==> src/rtl/alu_arbiter.sv <==
// alu_arbiter: shares one combinational ALU between two requesters.
// Each accepted operation takes three cycles: the grant cycle (IDLE), one
// cycle for the ALU to settle on the registered operands (EXEC), and at
// least one response cycle (RESP) that holds until the consumer takes it.
// Arbitration is round-robin (RR=1) or fixed priority to requester 0 (RR=0).

module alu_arbiter #(
  parameter bit RR = 1'b1
) (
  input  logic       clk,
  input  logic       rst,

  input  logic       req0_valid,
  output logic       req0_ready,
  input  logic [7:0] req0_a,
  input  logic [7:0] req0_b,
  input  logic [3:0] req0_op,

  input  logic       req1_valid,
  output logic       req1_ready,
  input  logic [7:0] req1_a,
  input  logic [7:0] req1_b,
  input  logic [3:0] req1_op,

  output logic [7:0] alu_a,
  output logic [7:0] alu_b,
  output logic [3:0] alu_op,
  input  logic [7:0] alu_out,
  input  logic [7:0] alu_flg,

  output logic       rsp_valid,
  input  logic       rsp_ready,
  output logic       rsp_id,
  output logic [7:0] rsp_data,
  output logic [7:0] rsp_flg
);

  typedef enum logic [1:0] {
    IDLE = 2'd0,
    EXEC = 2'd1,
    RESP = 2'd2
  } state_e;

  state_e     state_q;
  logic       lastGrant_q;
  logic [7:0] operandA_q;
  logic [7:0] operandB_q;
  logic [3:0] operandOp_q;
  logic       rspValid_q;
  logic       rspId_q;
  logic [7:0] rspData_q;
  logic [7:0] rspFlg_q;

  logic       grantAny;
  logic       grantSel;
  logic [7:0] selA;
  logic [7:0] selB;
  logic [3:0] selOp;

  // Pick a winner in IDLE; the reset term keeps both readys low while rst is high even if a request is pending.
  always_comb begin
    grantAny = 1'b0;
    grantSel = 1'b0;
    if ((state_q == IDLE) && !rst) begin
      if (req0_valid && req1_valid) begin
        grantAny = 1'b1;
        grantSel = RR ? ~lastGrant_q : 1'b0;
      end else if (req0_valid) begin
        grantAny = 1'b1;
        grantSel = 1'b0;
      end else if (req1_valid) begin
        grantAny = 1'b1;
        grantSel = 1'b1;
      end
    end
  end

  // Steer the winning requester's operands toward the operand registers.
  always_comb begin
    selA  = req0_a;
    selB  = req0_b;
    selOp = req0_op;
    if (grantSel) begin
      selA  = req1_a;
      selB  = req1_b;
      selOp = req1_op;
    end
  end

  assign req0_ready = grantAny && !grantSel;
  assign req1_ready = grantAny && grantSel;

  // Single FSM process: state, arbitration pointer, operand capture and the registered response.
  always_ff @(posedge clk or posedge rst) begin
    if (rst) begin
      state_q     <= IDLE;
      lastGrant_q <= 1'b1;
      operandA_q  <= 8'h00;
      operandB_q  <= 8'h00;
      operandOp_q <= 4'h0;
      rspValid_q  <= 1'b0;
      rspId_q     <= 1'b0;
      rspData_q   <= 8'h00;
      rspFlg_q    <= 8'h00;
    end else begin
      case (state_q)
        IDLE: begin
          if (grantAny) begin
            operandA_q  <= selA;
            operandB_q  <= selB;
            operandOp_q <= selOp;
            rspId_q     <= grantSel;
            lastGrant_q <= grantSel;
            state_q     <= EXEC;
          end
        end
        EXEC: begin
          rspData_q  <= alu_out;
          rspFlg_q   <= alu_flg;
          rspValid_q <= 1'b1;
          state_q    <= RESP;
        end
        RESP: begin
          if (rsp_ready) begin
            rspValid_q <= 1'b0;
            state_q    <= IDLE;
          end
        end
        default: begin
          rspValid_q <= 1'b0;
          state_q    <= IDLE;
        end
      endcase
    end
  end

  assign alu_a     = operandA_q;
  assign alu_b     = operandB_q;
  assign alu_op    = operandOp_q;
  assign rsp_valid = rspValid_q;
  assign rsp_id    = rspId_q;
  assign rsp_data  = rspData_q;
  assign rsp_flg   = rspFlg_q;

endmodule

==> config.mk <==
export PLATFORM = sky130hd
export DESIGN_NAME = alu_arbiter
export DESIGN_NICKNAME = d
export VERILOG_FILES = /design/src/rtl/alu_arbiter.sv
export SDC_FILE = /design/constraint.sdc
export NUM_CORES = 1
export LEC_CHECK = 0
export ABC_AREA = 1
export BUFFER_PORTS_ARGS = -buffer_cell sky130_fd_sc_hd__buf_2
export CAP_MARGIN = 20
export CELL_PAD_IN_SITES_DETAIL_PLACEMENT = 1
export CELL_PAD_IN_SITES_GLOBAL_PLACEMENT = 1
export CORE_MARGIN = 3
export CORE_UTILIZATION = 30
export CTS_CLUSTER_DIAMETER = 100
export DETAILED_ROUTE_END_ITERATION = 16
export GPL_TIMING_DRIVEN = 0
export MAX_ROUTING_LAYER = met4
export PLACE_DENSITY = 0.75
export SLEW_MARGIN = 30
export SYNTH_ARGS = -nofsm -noshare
export SYNTH_HDL_FRONTEND = slang
export SYNTH_SLANG_ARGS = --single-unit
==> constraint.sdc <==
create_clock -name clk -period 2.9 [get_ports clk]
set_input_delay 0.725 -clock clk [delete_from_list [all_inputs] [get_ports clk]]
set_output_delay 0.725 -clock clk [all_outputs]
set_load 0.05 [all_outputs]
# ---- Yosys cells after proc, flatten, opt, wreduce, memory -nomap -nowiden
# Cells that the tools add are included.
dict set report totals {
  regBits 41
  output_inout_bits 40
  word_cells 40
}
dict set report classes {
  reduce_logical 10
  muxes 15
  eq_ne 4
  bitwise 2
}
# operator count
set ops {}
lappend ops {{8-bit 2-to-1 mux} 2}
lappend ops {{1-bit 2-to-1 mux} 8}
lappend ops {{2-bit one-hot mux with 3 select lines} 1}
lappend ops {{2-bit AND reduction} 3}
lappend ops {{1-bit logical AND} 4}
lappend ops {{2-bit 2-to-1 mux} 2}
lappend ops {{4-bit 2-to-1 mux} 1}
lappend ops {{2-bit inequality test (second input constant)} 2}
lappend ops {{1-bit one-hot mux with 3 select lines} 1}
lappend ops {{2-bit by 1-bit equality test with 1-bit output (second input constant)} 1}
lappend ops {{2-bit equality test (second input constant)} 1}
lappend ops {{1-bit logical NOT} 2}
lappend ops {{2-bit logical NOT} 1}
lappend ops {{1-bit NOT} 2}

# ---- Depth between registers and ports, before layout
dict set report depth {
  word_depth 6
  mapped_depth 7
}

# ---- Least setup slack after synthesis
# OpenSTA, ideal clock, no wires.
dict set report synth_path {
  path_kind {input port to output port}
  start {input rst}
  end {output req0_ready}
  arrival_time_ps 2158
  t_required_ps 2175
  path_slack_ps 17
  stages 5
  path_cell_list {inv_2 -> nand3_1 -> nor2_4 -> buf_4 -> nor2_1}
}
dict set report synth_via {
  elab_chain_len 5
}
# item line_no
set synth_lines {}
lappend synth_lines {{from (decl)} 11} ;# input logic rst,
lappend synth_lines {{1-bit logical NOT (no source line) (*)} n/a}
lappend synth_lines {{1-bit logical AND (*)} 64} ;# if ((state_q == IDLE) && !rst) begin
lappend synth_lines {{1-bit 2-to-1 mux} 64}
lappend synth_lines {{1-bit logical NOT} 90} ;# assign req0_ready = grantAny && !grantSel;
lappend synth_lines {{1-bit logical AND (*)} 90}
lappend synth_lines {{to (decl)} 14} ;# output logic req0_ready,
# Mark *: on every way between the ends. The rest lies on a longest branch, timed or not.

# ---- Worst setup path in the final report
dict set report layout_path {
  start {input rst}
  end {output req1_ready}
}
dict set report layout_via {
  elab_chain_len 4
}
# item line_no
set layout_lines {}
lappend layout_lines {{1-bit logical NOT (no source line) (*)} n/a}
lappend layout_lines {{1-bit logical AND (*)} 64}
lappend layout_lines {{1-bit 2-to-1 mux} 64}
lappend layout_lines {{1-bit logical AND (*)} 91} ;# assign req1_ready = grantAny && grantSel;
lappend layout_lines {{to (decl)} 20} ;# output logic req1_ready,
# Marked as above.

==> results.yml <==
synthesis:
  synthArstFlopShare: 1.00
  seq_area_frac_synth: 0.560
  syn-mean-instance-area_um2: 10.5
  yosys.area.top_type: "dfrtp_1"
  synthDominantCellAreaShare: 0.546
  synthTopCellsByCount: "50 x nand2_1, 40 x dfrtp_1, 21 x nand3_1, 20 x nand4_1, 9 x mux2_4"
  synth_fp_nets: 236
  yosys_warnings: 0
  synth_edf_count: 0
  synth_cell_types: 17
  synth.most_common_cell: "nand2_1"
  synth_top_flop_cell: "dfrtp_1"
  netlist_instances: 175
  syn_area_mm2: 0.00183
  ys_top_cells_by_area: "dfrtp_1 55%, nand2_1 10%, mux2_4 7.4%"
  ys_ff_latch: 41
die:
  core-area_mm2: 0.00571
  row_count: 27
  num_io_pins: 101
  start_util: 0.321
  dieArea_mm2: 0.00709
  die_w_um: 84.2
  die_h_um: 84.2
global_routing:
  grt_pass1_vias: 1703
  grt.overflow.total: 0
  grt_max_degree: 43
  antenna_found_initial: 0
  grt_pass1_wl_um: 8600
  grtUsageTotal: 0.157
worst_setup_path:
  crit_start: "rst"
  crit_type: "in -> out"
  cp.arrival_ns: 1.94
  slowest_delay_ns: 0.28
  crit_fanout: 42
  cp-start-kind: "input port"
  critPathSlowestCell: "buf_2"
  endpoint: "req1_ready"
  path_cells: "buf_2, inv_8, nand3_1, nor2_4, buf_4, buf_2"
  worstReg2RegEnd: "alu_b[1]"
  end_kind: "primary output"
  regToRegSetupSlack_ns: 1.62
  reg2reg_depth: 5
  rr_startpoint: "lastGrant_q"
  cp.required_ns: 2.17
  path_common_cell: "buf_2"
sta:
  worstMarginPinSlew_ns: 0.284
  period_needed_ns: 2.67
  rsz0062_at_grt: "false"
  slew_headroom: 0.811
  max_freq_mhz: 375
  finClkSkew_ns: 0.00354
  fin_hold_ws_ns: 0.429
  setup-violations-final: 0
  drv_slew: 0
  finalHoldViolCount: 0
  period_share: 0.919
job:
  drv_cap: 0
route:
  drt-initial-drc-count: 50
  drc: 0
  first_pass_iters: 4
  vias: 1696
  wl_per_cell_um: 14.8
  wirelength_um: 5250
  viasPerCell: 4.79
  drtAntennaViolNets: 0
placement:
  gp_congestion: 0.672
  dp.final_hpwl_um: 3940
  portBuffers: 100
  postPlaceCellArea_mm2: 0.00242
  numPlacedInstances: 347
power_and_ir_drop:
  p_leak_uw: 0.00138
  powerDensity_mw_per_mm2: 1260
  vdd_drop_max_v: 0.000518
  total_power_uw: 3200
cts:
  cts_buffers: 5
  clockRootBuffer: "clkbuf_8"
  htree_levels: 2
  post-cts-setup-buffer-count: 0
  cts_tree: "built"
  clk_path_buf_depth: 2
  clkSinkCount: 41
  clkSlewWorstSetupHoldPaths_ns: 0.08
  holdBufCountCts: 0
  clk_latency_ns: 0.29
layout:
  fillCellCount: 687
  final_util: 0.444
  layout.nets: 343
  n_antenna_cell: 0
  final_area_mm2: 0.00254
  area_growth_pct: 38.3
  layout-drive-gt1-share: 0.507
  instances_no_fill: 354
outcome:
  status: "finished clean"
worst_hold_path:
  hold_class: "in -> async"
## state kept, by name, indices dropped and copies added (netlist names)
name / flops
alu_a: 8
alu_b: 8
rsp_data: 8
rsp_flg: 8
alu_op: 4
state_q: 2
lastGrant_q: 1
rsp_id: 1
rsp_valid: 1
## power by group
part / total (uW) / switching [uW] / internal, uW / leakage [uW]
Sequential: 982 / 138 / 845 / 0.000492
Clock: 448 / 197 / 250 / 0.0000540
Combinational: 1770 / 1310 / 464 / 0.000830
## layout by cell type (no fill, tap or decap), types with 3 or more instances in the layout
cell type,netlist,final
nand4_1,20,20
inv_1,5,5
buf_2,5,105
mux2_4,9,9
clkbuf_8,0,5
mux2_2,7,7
buf_4,3,3
dfrtp_1,40,40
nand3_1,21,21
nand2_1,50,50
buf_6,3,3
## how the worst min path moves through the flow
stage,slack (ns),from,cells past startpoint,endpoint
global route,0.45,rst,2,rsp_data[1]
detailed placement,0.47,lastGrant_q,2,lastGrant_q
global placement,0.45,lastGrant_q,2,lastGrant_q
CTS,0.47,rst,2,alu_a[4]
finish,0.43,rst,2,rsp_id
floorplan,0.44,lastGrant_q,2,lastGrant_q
## per-layer routing
layer  up-vias  GRT usage  wire length (um)
li1        800          -                 -
met1       824      0.203              2250
met2        64      0.247              2540
met3         8     0.0383               389
met4         0     0.0395                72
met5         -          -                 0
## layout make-up
type,instances,area (um2),area share
clock inverter,2,35.0,0.0138
inverter,8,37.5,0.0148
timing repair buffer,100,500,0.197
clock buffer,5,68.8,0.0271
tap,72,90.1,0.0355
sequential,41,1030,0.405
multi-input combinational,115,696,0.274
buffer,11,81.3,0.0321
## cells by family (layout without fill, tap and decap cells)
kind of cell	Yosys count	after routing	share of synthesized area
AO/OA/AOI/OAI	1	1	0.00273
flip-flops	41	41	0.560
buffers and inverters	19	126	0.0607
multiplexers	16	16	0.117
AND/OR/NAND/NOR	98	98	0.260
## critical path, delay by kind of cell
kind	cells	cell delay [ns]
simple gates	2	0.34
buf+inv	4	0.87
## metrics by stage
step                worst slack (ns)  TNS (ns)
floorplan                     0.0173         0
global placement              -0.370    -0.718
detailed placement            -0.380    -0.740
CTS                           0.0823         0
global route                  0.0854         0
finish                         0.234         0
## what timing repair did
action | CTS | global route
resized for setup | 2 | 1
endpoints found under the hold margin | 0 | 0
endpoints found under the setup margin | 2 | 1
Power figures use the tool's default switching activity.
